$ cat src/rtl/decoder_pkg.sv
// Shared decoder types and helpers: FSM state encoding, counter sizing and a
// width-generic select-to-one-hot/one-cold decode reused by other decoders.
package decoder_pkg;

  typedef enum logic [1:0] {
    IDLE,
    BLANK,
    DRIVE
  } stateType;

  localparam int MAX_SEL_W = 8;
  localparam int MAX_OUT_W = 2 ** MAX_SEL_W;

  // Bits needed to hold 0..maxValue; never less than one bit.
  function automatic int counterWidth(input int maxValue);
    return (maxValue < 1) ? 1 : $clog2(maxValue + 1);
  endfunction

  // Callers narrow the result with a size cast to their own output width.
  function automatic logic [MAX_OUT_W-1:0] onehot_decode(
    input logic [MAX_SEL_W-1:0] sel,
    input logic                 active_low
  );
    logic [MAX_OUT_W-1:0] hot;
    hot      = '0;
    hot[sel] = 1'b1;
    return active_low ? ~hot : hot;
  endfunction

endpackage

$ cat src/rtl/decoder_scan_if.sv
// Control/output bundle between the host logic and the scanning decoder.
interface decoder_scan_if #(
  parameter int SEL_W = 2
);
  localparam int OUT_W = 2 ** SEL_W;

  logic             en;
  logic             mode;
  logic [SEL_W-1:0] sel_in;
  logic             sel_load;
  logic [OUT_W-1:0] dec_out;
  logic [SEL_W-1:0] cur_sel;
  logic             frame_tick;

  modport master (
    output en, mode, sel_in, sel_load,
    input  dec_out, cur_sel, frame_tick
  );

  modport slave (
    input  en, mode, sel_in, sel_load,
    output dec_out, cur_sel, frame_tick
  );

endinterface

$ cat src/rtl/decoder_scan_cycle_timer.sv
// Loadable down-counter; done is high while the count sits at zero.
module cycle_timer #(
  parameter int W = 1
) (
  input  logic         clk,
  input  logic         rst_n,
  input  logic         load,
  input  logic         clear,
  input  logic         run,
  input  logic [W-1:0] loadValue,
  output logic         done
);

  logic [W-1:0] count;

  // Load wins over clear; counting stops at zero so it can never wrap.
  always_ff @(posedge clk or negedge rst_n) begin
    if (!rst_n) begin
      count <= '0;
    end else if (load) begin
      count <= loadValue;
    end else if (clear) begin
      count <= '0;
    end else if (run && (count != '0)) begin
      count <= count - 1'b1;
    end
  end

  assign done = (count == '0);

endmodule

$ cat src/rtl/decoder_scan.sv
// Registered N-to-2^N decoder with direct and auto-scan modes and a blanking
// gap between output changes, for ghost-free multiplexed display commons.
module decoder_scan
  import decoder_pkg::*;
#(
  parameter int SEL_W      = 2,
  parameter int DWELL_CYC  = 1000,
  parameter int BLANK_CYC  = 2,
  parameter int ACTIVE_LOW = 1
) (
  input logic           clk,
  input logic           rst_n,
  decoder_scan_if.slave bus
);

  localparam int OUT_W = 2 ** SEL_W;
  localparam int DW_W  = counterWidth(DWELL_CYC);
  localparam int BL_W  = counterWidth(BLANK_CYC);

  localparam logic [DW_W-1:0]  DWELL_LOAD = DW_W'((DWELL_CYC > 0) ? DWELL_CYC - 1 : 0);
  localparam logic [BL_W-1:0]  BLANK_LOAD = BL_W'((BLANK_CYC > 0) ? BLANK_CYC - 1 : 0);
  localparam logic [OUT_W-1:0] IDLE_PAT   = (ACTIVE_LOW != 0) ? {OUT_W{1'b1}} : {OUT_W{1'b0}};

  stateType         state, stateNext;
  logic [SEL_W-1:0] curSel, curSelNext;
  logic [SEL_W-1:0] directSel, directSelNext;
  logic [SEL_W-1:0] target, targetNext;
  logic [SEL_W-1:0] driveSel, blankTarget;
  logic [SEL_W-1:0] modeTarget, loadTarget;
  logic             curMode, curModeNext;
  logic             wrapPending, wrapNext;
  logic             frameTick, frameTickNext;
  logic             blankReq, enterBlank, enterDrive;
  logic             modeChange, dwellDone, blankDone;
  logic [OUT_W-1:0] decReg, decNext;

  assign directSelNext = bus.sel_load ? bus.sel_in : directSel;
  assign modeTarget    = bus.mode ? '0 : directSelNext;
  assign loadTarget    = (!curMode && bus.sel_load) ? bus.sel_in : target;
  assign modeChange    = (bus.mode != curMode);

  always_ff @(posedge clk or negedge rst_n) begin
    if (!rst_n) begin
      state <= IDLE;
    end else begin
      state <= stateNext;
    end
  end

  // Every output change is routed through blankReq, which collapses straight
  // into DRIVE when no gap is configured.
  always_comb begin
    stateNext   = state;
    targetNext  = target;
    curModeNext = curMode;
    wrapNext    = wrapPending;
    blankReq    = 1'b0;
    blankTarget = target;
    enterDrive  = 1'b0;
    driveSel    = curSel;
    if (!bus.en) begin
      stateNext = IDLE;
      wrapNext  = 1'b0;
    end else begin
      case (state)
        IDLE: begin
          curModeNext = bus.mode;
          wrapNext    = 1'b0;
          blankReq    = 1'b1;
          blankTarget = modeTarget;
        end
        BLANK: begin
          if (modeChange) begin
            curModeNext = bus.mode;
            wrapNext    = 1'b0;
            blankReq    = 1'b1;
            blankTarget = modeTarget;
          end else begin
            targetNext = loadTarget;
            if (blankDone) begin
              stateNext  = DRIVE;
              enterDrive = 1'b1;
              driveSel   = loadTarget;
            end
          end
        end
        DRIVE: begin
          if (modeChange) begin
            curModeNext = bus.mode;
            wrapNext    = 1'b0;
            blankReq    = 1'b1;
            blankTarget = modeTarget;
          end else if (!curMode) begin
            if (bus.sel_load && (bus.sel_in != curSel)) begin
              blankReq    = 1'b1;
              blankTarget = bus.sel_in;
            end
          end else if (dwellDone) begin
            blankReq    = 1'b1;
            blankTarget = curSel + 1'b1;
            wrapNext    = &curSel;
          end
        end
        default: stateNext = IDLE;
      endcase
      if (blankReq) begin
        if (BLANK_CYC == 0) begin
          stateNext  = DRIVE;
          enterDrive = 1'b1;
          driveSel   = blankTarget;
        end else begin
          stateNext  = BLANK;
          targetNext = blankTarget;
        end
      end
    end
  end

  // Outputs are computed from the next state so they land on the same edge.
  always_comb begin
    curSelNext    = enterDrive ? driveSel : curSel;
    frameTickNext = enterDrive && wrapNext;
    enterBlank    = blankReq && (BLANK_CYC != 0);
    decNext       = IDLE_PAT;
    if (stateNext == DRIVE) begin
      decNext = OUT_W'(onehot_decode(MAX_SEL_W'(curSelNext), ACTIVE_LOW != 0));
    end
  end

  always_ff @(posedge clk or negedge rst_n) begin
    if (!rst_n) begin
      curSel      <= '0;
      directSel   <= '0;
      target      <= '0;
      curMode     <= 1'b0;
      wrapPending <= 1'b0;
      frameTick   <= 1'b0;
      decReg      <= IDLE_PAT;
    end else begin
      curSel      <= curSelNext;
      directSel   <= directSelNext;
      target      <= targetNext;
      curMode     <= curModeNext;
      wrapPending <= wrapNext && !enterDrive;
      frameTick   <= frameTickNext;
      decReg      <= decNext;
    end
  end

  cycle_timer #(.W(DW_W)) dwellTimer (
    .clk       (clk),
    .rst_n     (rst_n),
    .load      (enterDrive),
    .clear     (stateNext != DRIVE),
    .run       (state == DRIVE),
    .loadValue (DWELL_LOAD),
    .done      (dwellDone)
  );

  cycle_timer #(.W(BL_W)) blankTimer (
    .clk       (clk),
    .rst_n     (rst_n),
    .load      (enterBlank),
    .clear     (stateNext != BLANK),
    .run       (state == BLANK),
    .loadValue (BLANK_LOAD),
    .done      (blankDone)
  );

  assign bus.dec_out    = decReg;
  assign bus.cur_sel    = curSel;
  assign bus.frame_tick = frameTick;

endmodule

$ cat src/flat_wrapper.sv
// flat-port wrapper written by rule: the top's interface ports become plain ports
module decoder_scan_flat import decoder_pkg::*;
#(
  parameter int SEL_W      = 2,
  parameter int DWELL_CYC  = 1000,
  parameter int BLANK_CYC  = 2,
  parameter int ACTIVE_LOW = 1
)
  (clk, rst_n, bus_en, bus_mode, bus_sel_in, bus_sel_load, bus_dec_out, bus_cur_sel, bus_frame_tick);
  decoder_scan_if #(.SEL_W(SEL_W)) bus_i ();
  input logic clk;
  input logic rst_n;
  input wire logic [$bits(bus_i.en)-1:0] bus_en;
  input wire logic [$bits(bus_i.mode)-1:0] bus_mode;
  input wire logic [$bits(bus_i.sel_in)-1:0] bus_sel_in;
  input wire logic [$bits(bus_i.sel_load)-1:0] bus_sel_load;
  output wire logic [$bits(bus_i.dec_out)-1:0] bus_dec_out;
  output wire logic [$bits(bus_i.cur_sel)-1:0] bus_cur_sel;
  output wire logic [$bits(bus_i.frame_tick)-1:0] bus_frame_tick;
  assign bus_i.en = bus_en;
  assign bus_i.mode = bus_mode;
  assign bus_i.sel_in = bus_sel_in;
  assign bus_i.sel_load = bus_sel_load;
  assign bus_dec_out = bus_i.dec_out;
  assign bus_cur_sel = bus_i.cur_sel;
  assign bus_frame_tick = bus_i.frame_tick;
  decoder_scan #(.SEL_W(SEL_W), .DWELL_CYC(DWELL_CYC), .BLANK_CYC(BLANK_CYC), .ACTIVE_LOW(ACTIVE_LOW)) u_core (.clk(clk), .rst_n(rst_n), .bus(bus_i));
endmodule
$ cat config.mk
export PLATFORM = sky130hd
export DESIGN_NAME = decoder_scan_flat
export DESIGN_NICKNAME = d
export VERILOG_FILES = /design/src/rtl/decoder_pkg.sv /design/src/rtl/decoder_scan_if.sv /design/src/rtl/decoder_scan_cycle_timer.sv /design/src/rtl/decoder_scan.sv /design/src/flat_wrapper.sv
export SDC_FILE = /design/constraint.sdc
export NUM_CORES = 1
export LEC_CHECK = 0
export ABC_AREA = 1
export BUFFER_PORTS_ARGS = -buffer_cell sky130_fd_sc_hd__buf_2
export CORE_ASPECT_RATIO = 1.1
export CORE_UTILIZATION = 35
export CTS_CLUSTER_DIAMETER = 80
export DETAILED_ROUTE_END_ITERATION = 12
export PLACE_DENSITY = 0.51
export SLEW_MARGIN = 25
export SYNTH_ARGS = -nofsm -noshare
export SYNTH_HDL_FRONTEND = slang
export SYNTH_HIERARCHICAL = 1
export SYNTH_SLANG_ARGS = --single-unit
export TNS_END_PERCENT = 50
$ cat constraint.sdc
create_clock -name clk -period 5.9 [get_ports clk]
set_clock_uncertainty 0.05 [all_clocks]
set_input_delay 0.59 -clock clk [delete_from_list [all_inputs] [get_ports clk]]
set_output_delay 0.59 -clock clk [all_outputs]
set_load 0.03 [all_outputs]
**Word-level counts from Yosys, hierarchy flattened**

Index checks and enable logic that the tools add are counted.

- Register bits after elaboration: 27
- Input bits: 7
- Output and inout port bits: 7

- $add $sub $neg: 3
- Magnitude comparators: 2
- Equality and inequality tests: 12
- Muxes and demuxes: 51
- Bitwise gates (word level): 1
- Reduce and logical (&&, ||, !) cells: 24

Operators by type and width:

| operator | number |
|---|---|
| 2-to-1 mux 2 bit | 23 |
| 2-to-1 mux 10 bit | 3 |
| 2-to-1 mux 1 bit | 18 |
| zero test 10 bit | 1 |
| nonzero test 10 bit | 1 |
| subtractor 10 x 1 -> 10 bit, second input constant | 1 |
| < comparator 2 x 9 -> 1 bit, second input constant | 1 |
| nonzero test 3 bit | 3 |
| logical AND 1 bit | 7 |
| AND reduction 7 bit | 1 |
| case mux 1 bit (3 select lines) | 2 |
| case mux 2 bit (3 select lines) | 1 |
| nonzero test 2 bit | 3 |
| inequality test 5 x 2 -> 1 bit, second input constant | 1 |
| inequality test 5 bit, second input constant | 1 |
| equality test 2 bit, second input constant | 2 |
| zero test 2 bit | 2 |
| 2-to-1 mux 4 bit | 1 |
| inequality test 2 x 1 -> 1 bit, second input constant | 2 |
| inequality test 2 bit, second input constant | 2 |
| inverter 4 bit | 1 |
| case mux 2 bit (2 select lines) | 1 |
| OR reduction 2 bit | 2 |
| inequality test 3 x 2 -> 1 bit, second input constant | 1 |
| 11 further kinds | 12 |

**Longest topological paths before layout**

Gate-level depths: netlist (run 1).

- Depth in word-level cells: 14
- Mapped depth: 20
- Depth with buffers taken out: 19

**Hierarchy**

The synthesis (run 1) kept the hierarchy.

By module, submodules not included:

| module | instances | cells each | area an instance (um^2) | seq. area each (um^2) |
|---|---|---|---|---|
| decoder_scan | 1 | 133 | 1003.5 | 380.4 |
| cycle_timer (u_core.dwellTimer) | 1 | 111 | 750.7 | 250.2 |
| cycle_timer (u_core.blankTimer) | 1 | 22 | 143.9 | 50.0 |

**Worst setup path before layout (run 1)**

No wires, ideal clock.

- Path kind: register to register
- From: reg u_core.dwellTimer.count[0]
- To: reg u_core.dwellTimer.count[4]
- Library setup time: 0.126 ns
- Arrival time: 2.242 ns
- Required time: 5.724 ns
- Setup slack: 3.482 ns
- Stages on the path, launching flop included: 21
- Period minus slack after synthesis: 2.418 ns
- Cell sequence: dfrtp_1 -> inv_1 -> ha_1 -> nand2_2 -> nor2_1 -> nand2_1 -> nor3_1 -> nand2_2 -> nand3_1 -> inv_1 -> nand2_2 -> nand3_4 -> nand2_2 -> inv_2 -> nand2_2 -> nor2_4 -> buf_4 -> nand2_1 -> o21ai_0 -> nand2_1 -> o21ai_0

- Word-level cells in the longest chain between the ends: 11
- Elaborated cells between the ends (all ways): 16

RTL lines:

| what | line | source |
|---|---|---|
| from (decl) | decoder_scan_cycle_timer.sv:14 | `logic [W-1:0] count;` |
| from (signal assigned) | decoder_scan_cycle_timer.sv:21 | `count <= loadValue;` |
| from (signal assigned) | decoder_scan_cycle_timer.sv:25 | `count <= count - 1'b1;` |
| zero test 10 bit (*) | decoder_scan_cycle_timer.sv:29 | `assign done = (count == '0);` |
| net u_core.dwellDone | decoder_scan.sv:34 | `logic modeChange, dwellDone, blankDone;` |
| 2-to-1 mux 1 bit (*) | decoder_scan.sv:98 | `end else if (dwellDone) begin` |
| 2-to-1 mux 1 bit (*) | decoder_scan.sv:93 | `end else if (!curMode) begin` |
| 2-to-1 mux 1 bit (*) | decoder_scan.sv:88 | `if (modeChange) begin` |
| case mux 1 bit (3 select lines) (*) | decoder_scan.sv:65 | `case (state)` |
| 2-to-1 mux 1 bit (*) | decoder_scan.sv:61 | `if (!bus.en) begin` |
| 2-to-1 mux 2 bit (*) | decoder_scan.sv:106 | `if (blankReq) begin` |
| 2-to-1 mux 2 bit (*) | decoder_scan.sv:61 |  |
| net u_core.stateNext[1] | decoder_scan.sv:24 | `stateType state, stateNext;` |
| inequality test 2 bit (*) | decoder_scan.sv:154 | `.clear (stateNext != DRIVE),` |
| 2-to-1 mux 10 bit | decoder_scan_cycle_timer.sv:22 | `end else if (clear) begin` |
| 2-to-1 mux 10 bit | decoder_scan_cycle_timer.sv:20 | `end else if (load) begin` |

Mark *: on every way through the listed nets, which the timed path passes. The rest lies on a longest branch. The select of a mux whose other input is x is not followed.
A chain may end at the register's enable or synchronous reset.

**Final worst setup path (run 1)**

- From: reg u_core.dwellTimer.count[0]
- To: reg u_core.dwellTimer.count[0]

The elaborated chain is that of the path after synthesis.

==> impl_metrics.env, run 1 <==
export IMPL_outcome="finished clean"
export IMPL_top_usage_layer="met2"
export IMPL_post_cts_buffers=0
export IMPL_fin_tns_setup_ns=0
export IMPL_start_util=0.372
export IMPL_rrSetupSlack_ns=3.23
export IMPL_clock_sinks=27
export IMPL_first_global_vias=1633
export IMPL_fin_nets=307
export IMPL_dieWidth_um=72.2
export IMPL_use_met2=0.294
export IMPL_overflow=0
export IMPL_fillerInstances=552
export IMPL_fmax_mhz=374
export IMPL_drtIter0Drc=95
export IMPL_drive_above_1_share=0.183
export IMPL_worstPathArrival_ns=2.80
export IMPL_ant_nets=0
export IMPL_antenna_cells=0
export IMPL_reg2reg_depth=19
export IMPL_rows=27
export IMPL_seq_area_frac_synth=0.359
export IMPL_cts_tree="done"
export IMPL_holdWs_ns=0.272
export IMPL_crit_path_end_kind="flip-flop"
export IMPL_wire_per_inst_um=11.6
export IMPL_cp_start_kind="flip-flop"
export IMPL_ctsResizeCount=0
export IMPL_crit_required_ns=6.02
export IMPL_p_per_area_nw_per_um2=450
export IMPL_r2r_end="u_core/dwellTimer/count[0]"
export IMPL_synth_avg_cell_area_um2=7.14
export IMPL_cts_hold_buffers=0
export IMPL_htree_num_levels=1
export IMPL_clock_path_buffers=2
export IMPL_ys_types=31
export IMPL_finalSetupViolations=0
export IMPL_path_clk_slew_ns=0.10
export IMPL_finalWirelength_um=4190
export IMPL_maxSlewViolCount=0
export IMPL_vias_per_cell=4.49
export IMPL_hold_path_class="in -> async"
export IMPL_critPathMaxFanout=12
export IMPL_grt_antenna_before_repair=0
export IMPL_hold_viol=0
export IMPL_p_leak_nw=1.11
export IMPL_grt_usage=0.170
export IMPL_grt_pass1_wl_um=7520
export IMPL_use_met3=0.0203
export IMPL_tightest_slew_ns=0.648
export IMPL_areaGrowthSynthToFinish_pct=11.5
export IMPL_dp_hpwl_um=3230
export IMPL_finalCriticalPeriod_ns=2.67
export IMPL_drcViolationCount=0
export IMPL_clk_latency_ns=0.27
export IMPL_die_y_um=79.2
export IMPL_gp_congestion=0.863
export IMPL_cap_violations=0
export IMPL_grt_use_met1=0.216
export IMPL_numCtsBuffers=3
export IMPL_reg2reg_from="u_core/dwellTimer/count[0]"
export IMPL_synth_area_um2=1900
export IMPL_io_buffers=13
export IMPL_yosys_warnings=6
export IMPL_rsz0062_at_grt="no"
export IMPL_ys_ff_latch=27
export IMPL_dr_pass1_iters=4
export IMPL_relSlewSlack=0.568
export IMPL_syn_inst=266
export IMPL_core_area_um2=5100
export IMPL_grt_max_degree=28
export IMPL_vias=1626
export IMPL_pin_count=14
export IMPL_irDropWorstVdd_uv=170
export IMPL_dieArea_um2=5720
export IMPL_critPathKind="reg -> reg"
export IMPL_cts_root_buf="clkbuf_8"
export IMPL_fin_crit_sh=0.453
## cells by family (layout without fill, tap and decap cells)
logic type                 count (synthesis)  in the layout  synth area share
adders and majority gates                  9              9            0.0593
buffers and inverters                     41             55            0.0870
and+or+nand+nor                          150            150             0.374
AOI/OAI and AO/OA                         36             36             0.112
other                                      2             12           0.00396
xor gates and xnor gates                   1              1           0.00462
DFF                                       27             27             0.359
## synth_stat cells, drive strengths merged
| cell type | number | area (um^2) |
|---|---|---|
| a22oi | 2 | 15.0 |
| xnor2 | 1 | 8.76 |
| nor4 | 1 | 6.26 |
| nor2 | 24 | 133 |
| a21boi | 1 | 7.51 |
| conb | 2 | 7.51 |
| a21oi | 5 | 25.0 |
| dfrtp | 23 | 576 |
| o21ai | 24 | 135 |
| ha | 9 | 113 |
| dfstp | 4 | 105 |
| or2 | 1 | 6.26 |
| buf | 2 | 18.8 |
| clkbuf | 1 | 3.75 |
| nand2 | 99 | 407 |
| o31ai | 3 | 22.5 |
| nand4 | 1 | 21.3 |
| inv | 38 | 143 |
| nor3 | 2 | 10.0 |
| o21a | 1 | 7.51 |
| nand3 | 22 | 128 |
## worst max-delay path by stage
stage                                     from                          to  slack, ns  cells after the start
floorplan           u_core/dwellTimer/count[0]  u_core/dwellTimer/count[4]       3.48                     20
detailed placement                    bus_mode  u_core/dwellTimer/count[3]       3.11                     14
global route        u_core/dwellTimer/count[1]  u_core/dwellTimer/count[3]       2.89                     19
CTS                 u_core/dwellTimer/count[0]  u_core/dwellTimer/count[1]       3.17                     19
global placement                      bus_mode  u_core/dwellTimer/count[3]       3.11                     14
finish              u_core/dwellTimer/count[0]  u_core/dwellTimer/count[0]       3.23                     19
## registers in the layout, indices dropped and copies added (netlist names), 2 cells and up
signal                   cells
u_core/bus.dec_out           4
u_core/blankTimer/count      2
u_core/bus.cur_sel           2
u_core/state                 2
u_core/target                2
u_core/directSel             2
u_core/dwellTimer/count     10
## layer usage
layer  share of wire  vias up
met1            0.45      732
met4           0.015        0
met2            0.52       15
met5               0        -
met3           0.017        6
li1                -      873
## report_power, final
group,switching (mW),internal [mW],leakage (nW)
clock,0.0634,0.0480,0.0217
sequential,0.0460,0.230,0.347
combinational,0.377,0.188,0.738
total,0.486,0.466,1.11
## cell usage in the layout, fill, tap and decap left out, drive strengths merged, types with 2 or more instances in the layout
cell    synthesis  routed
nand2          99      99
inv            38      38
o21ai          24      24
nor2           24      24
dfrtp          23      23
nand3          22      22
buf             2      13
conb            2      12
ha              9       9
a21oi           5       5
dfstp           4       4
clkbuf          1       3
o31ai           3       3
nor3            2       2
a22oi           2       2
## worst max-delay path, cell delays in order (launching register included)
cell	delay (ns)
dfrtp_1	0.38
inv_1	0.10
ha_1	0.20
nand2_2	0.10
nor2_1	0.15
nand2_1	0.08
nor3_1	0.34
nand2_2	0.10
nand3_1	0.08
inv_1	0.05
nand2_2	0.08
nand3_4	0.11
nand2_2	0.10
inv_2	0.04
nand2_2	0.09
nor2_4	0.09
inv_1	0.20
o21ai_0	0.10
nand2_1	0.08
o21ai_2	0.05
## through the flow
step	power [mW]	cell area (um^2)	instances	setup WS, ns	util
after floorplan	0.734	1940	276	3.48	-
final	0.952	2120	362	3.23	0.415
after global routing	1.06	2120	362	2.89	0.415
after global placement	0.853	2070	358	3.11	0.405
after CTS	0.967	2120	362	3.17	0.415
after detailed placement	0.849	2070	358	3.11	0.405
## area by class of cell
| class | count | area [um^2] | area share |
|---|---|---|---|
| timing repair buffer | 13 | 65.1 | 0.0307 |
| inverter | 38 | 143 | 0.0674 |
| clock buffer | 3 | 41.3 | 0.0195 |
| tap | 72 | 90.1 | 0.0426 |
| clock inverter | 1 | 7.51 | 0.00355 |
| multi-input combinational | 208 | 1090 | 0.515 |
| sequential | 27 | 681 | 0.322 |
(Power assumes the default switching activity.)
==> run 2: changes to the inputs <==
--- a/config.mk
+++ b/config.mk
@@ -11,7 +11,7 @@
 export CORE_UTILIZATION = 35
 export CTS_CLUSTER_DIAMETER = 80
 export DETAILED_ROUTE_END_ITERATION = 12
-export PLACE_DENSITY = 0.51
+export PLACE_DENSITY = 0.53
 export SLEW_MARGIN = 25
 export SYNTH_ARGS = -nofsm -noshare
 export SYNTH_HDL_FRONTEND = slang
==> constraint.sdc (replaced) <==
create_clock -name clk -period 2.4 [get_ports clk]
set_clock_uncertainty 0.05 [all_clocks]
set_input_delay 0.24 -clock clk [delete_from_list [all_inputs] [get_ports clk]]
set_output_delay 0.24 -clock clk [all_outputs]
set_load 0.03 [all_outputs]
==> run 2 against run 1 <==
Against the previous run: maximum frequency is 17% higher; utilization is 5.1 points higher; clock power is 150% higher; critical path type unchanged; die area stayed put; critical endpoint is now u_core/dwellTimer/count[3].
==> impl_metrics.env, run 2 (synthesis results as in run 1) <==
export IMPL_outcome="finished clean"
export IMPL_numCtsBuffers=3
export IMPL_multi_input_area_um2=1180
export IMPL_endpoint="u_core/dwellTimer/count[3]"
export IMPL_vias=1752
export IMPL_critPathKind="reg -> reg"
export IMPL_finalSetupViolations=0
export IMPL_fillerInstances=546
export IMPL_reg2reg_from="u_core/dwellTimer/count[0]"
export IMPL_irDropWorstVdd_uv=408
export IMPL_timing_critical_path_from="u_core/dwellTimer/count[0]"
export IMPL_crit_top_cell="nand2_2"
export IMPL_largest_register="u_core/dwellTimer/count"
export IMPL_grt_use_met1=0.221
export IMPL_tightest_slew_ns=0.617
export IMPL_dp_hpwl_um=3340
export IMPL_path_clk_slew_ns=0.10
export IMPL_grt_antenna_before_repair=0
export IMPL_grt_max_degree=28
export IMPL_critPathMaxFanout=5
export IMPL_reg2reg_depth=19
export IMPL_crit_required_ns=2.56
export IMPL_ant_nets=0
export IMPL_first_global_vias=1634
export IMPL_largest_register_ffs=10
export IMPL_dieWidth_um=72.2
export IMPL_dieArea_um2=5720
export IMPL_overflow=0
export IMPL_worstPathArrival_ns=2.44
export IMPL_p_leak_nw=1.24
export IMPL_die_y_um=79.2
export IMPL_htree_num_levels=1
export IMPL_clock_path_buffers=2
export IMPL_drcViolationCount=0
export IMPL_top_usage_layer="met2"
export IMPL_power_mw=2.72
export IMPL_r2r_end="u_core/dwellTimer/count[3]"
export IMPL_hold_viol=0
export IMPL_pin_count=14
export IMPL_start_util=0.372
export IMPL_use_met2=0.270
export IMPL_core_area_um2=5100
export IMPL_gp_congestion=0.827
export IMPL_placed_area_um2=2170
export IMPL_grt_usage=0.165
export IMPL_dr_pass1_iters=4
export IMPL_fmax_mhz=439
export IMPL_slowest_stage="dfrtp_1"
export IMPL_clk_latency_ns=0.28
export IMPL_fin_area_um2=2380
export IMPL_relSlewSlack=0.589
export IMPL_cts_root_buf="clkbuf_8"
export IMPL_fin_nets=329
export IMPL_finalCriticalPeriod_ns=2.28
export IMPL_drive_above_1_share=0.288
export IMPL_cp_depth=19
export IMPL_io_buffers=13
export IMPL_cp_start_kind="flip-flop"
export IMPL_rows=27
export IMPL_use_met3=0.0241
export IMPL_crit_path_end_kind="flip-flop"
export IMPL_drtIter0Drc=73
export IMPL_cpPeakStageDelay_ns=0.38
export IMPL_critical_path_top_delay_family="simple AND/OR/NAND/NOR gates"
export IMPL_cts_tree="done"
export IMPL_hold_path_class="in -> reg"
export IMPL_rrSetupSlack_ns=0.12
export IMPL_cap_violations=0
export IMPL_mostFrequentLayoutCells="nand2_1, inv_1, dfrtp_1"
export IMPL_register_area_um2=681
export IMPL_wire_per_inst_um=11.7
export IMPL_layout_commonest_cell="nand2_1"
export IMPL_fin_crit_sh=0.949
export IMPL_clock_sinks=27
export IMPL_finalWirelength_um=4490
export IMPL_path_buf_inv=4
export IMPL_areaGrowthSynthToFinish_pct=25.2
export IMPL_grt_pass1_wl_um=7330
export IMPL_fin_tns_setup_ns=0
export IMPL_worstPathCellList="inv_2 > ha_4 > nand2_4 > nor2_4 > nand2_2 > nor3_4 > nand2_2 > nand3_1 > inv_1 > nand2_2 > nand3_4 > nand2_2 > inv_2 > nand2_4 > nor2_4 > inv_4 > o31ai_2 > nand2_1 > o21ai_1"
export IMPL_vias_per_cell=4.56
export IMPL_maxSlewViolCount=0
export IMPL_antenna_cells=0
export IMPL_holdWs_ns=0.174
export IMPL_p_per_area_nw_per_um2=1150
[run 2: report_power, final]
group / switching, mW / total, mW / internal (mW)
Sequential: 0.0980 / 0.663 / 0.565
Combinational: 1.09 / 1.79 / 0.702
Clock: 0.157 / 0.274 / 0.117
Total: 1.34 / 2.72 / 1.38
[run 2: routing by layer]
| layer | vias to the layer above | part of all wire |
|---|---|---|
| met4 | 0 | 0.011 |
| met2 | 21 | 0.46 |
| li1 | 919 | - |
| met5 | - | 0 |
| met1 | 808 | 0.51 |
| met3 | 4 | 0.021 |
[run 2: repair_timing]
item / in CTS / in global routing
hold buffers: 1 / 0
setup endpoints to repair: 0 / 14
buffers inserted: 0 / 7
gates resized for setup: 0 / 26
hold endpoints to repair: 23 / 0
[run 2: how the worst min path moves through the flow]
| stage | from | endpoint | cells past startpoint |
|---|---|---|---|
| after floorplan | rst_n | u_core/blankTimer/count[0] | 0 |
| after global placement | rst_n | u_core/directSel[0] | 1 |
| after detailed placement | rst_n | u_core/curMode | 1 |
| after CTS | bus_sel_load | u_core/directSel[1] | 3 |
| after global routing | bus_sel_load | u_core/directSel[1] | 3 |
| final | bus_sel_load | u_core/directSel[1] | 3 |
[run 2: stage by stage]
| stage | cells | setup WS [ns] | util |
|---|---|---|---|
| floorplan | 276 | 0.0702 | - |
| global placement | 371 | 0.0779 | 0.426 |
| detailed placement | 371 | 0.0492 | 0.426 |
| CTS | 376 | 0.0332 | 0.437 |
| global route | 384 | -0.0538 | 0.466 |
| finish | 384 | 0.123 | 0.466 |
[run 2: final cells by class]
type                            count  area share
Clock inverter                      1     0.00211
Inverter                           38      0.0611
Tap cell                           72      0.0379
Clock buffer                        3      0.0174
Multi-Input combinational cell    209       0.499
Timing Repair Buffer               34      0.0964
Sequential cell                    27       0.286
[run 2: tightest hold or removal path, stage by stage]
cell and delay [ns]:
buf_2 0.10, nand2_1 0.05, nand2_1 0.08
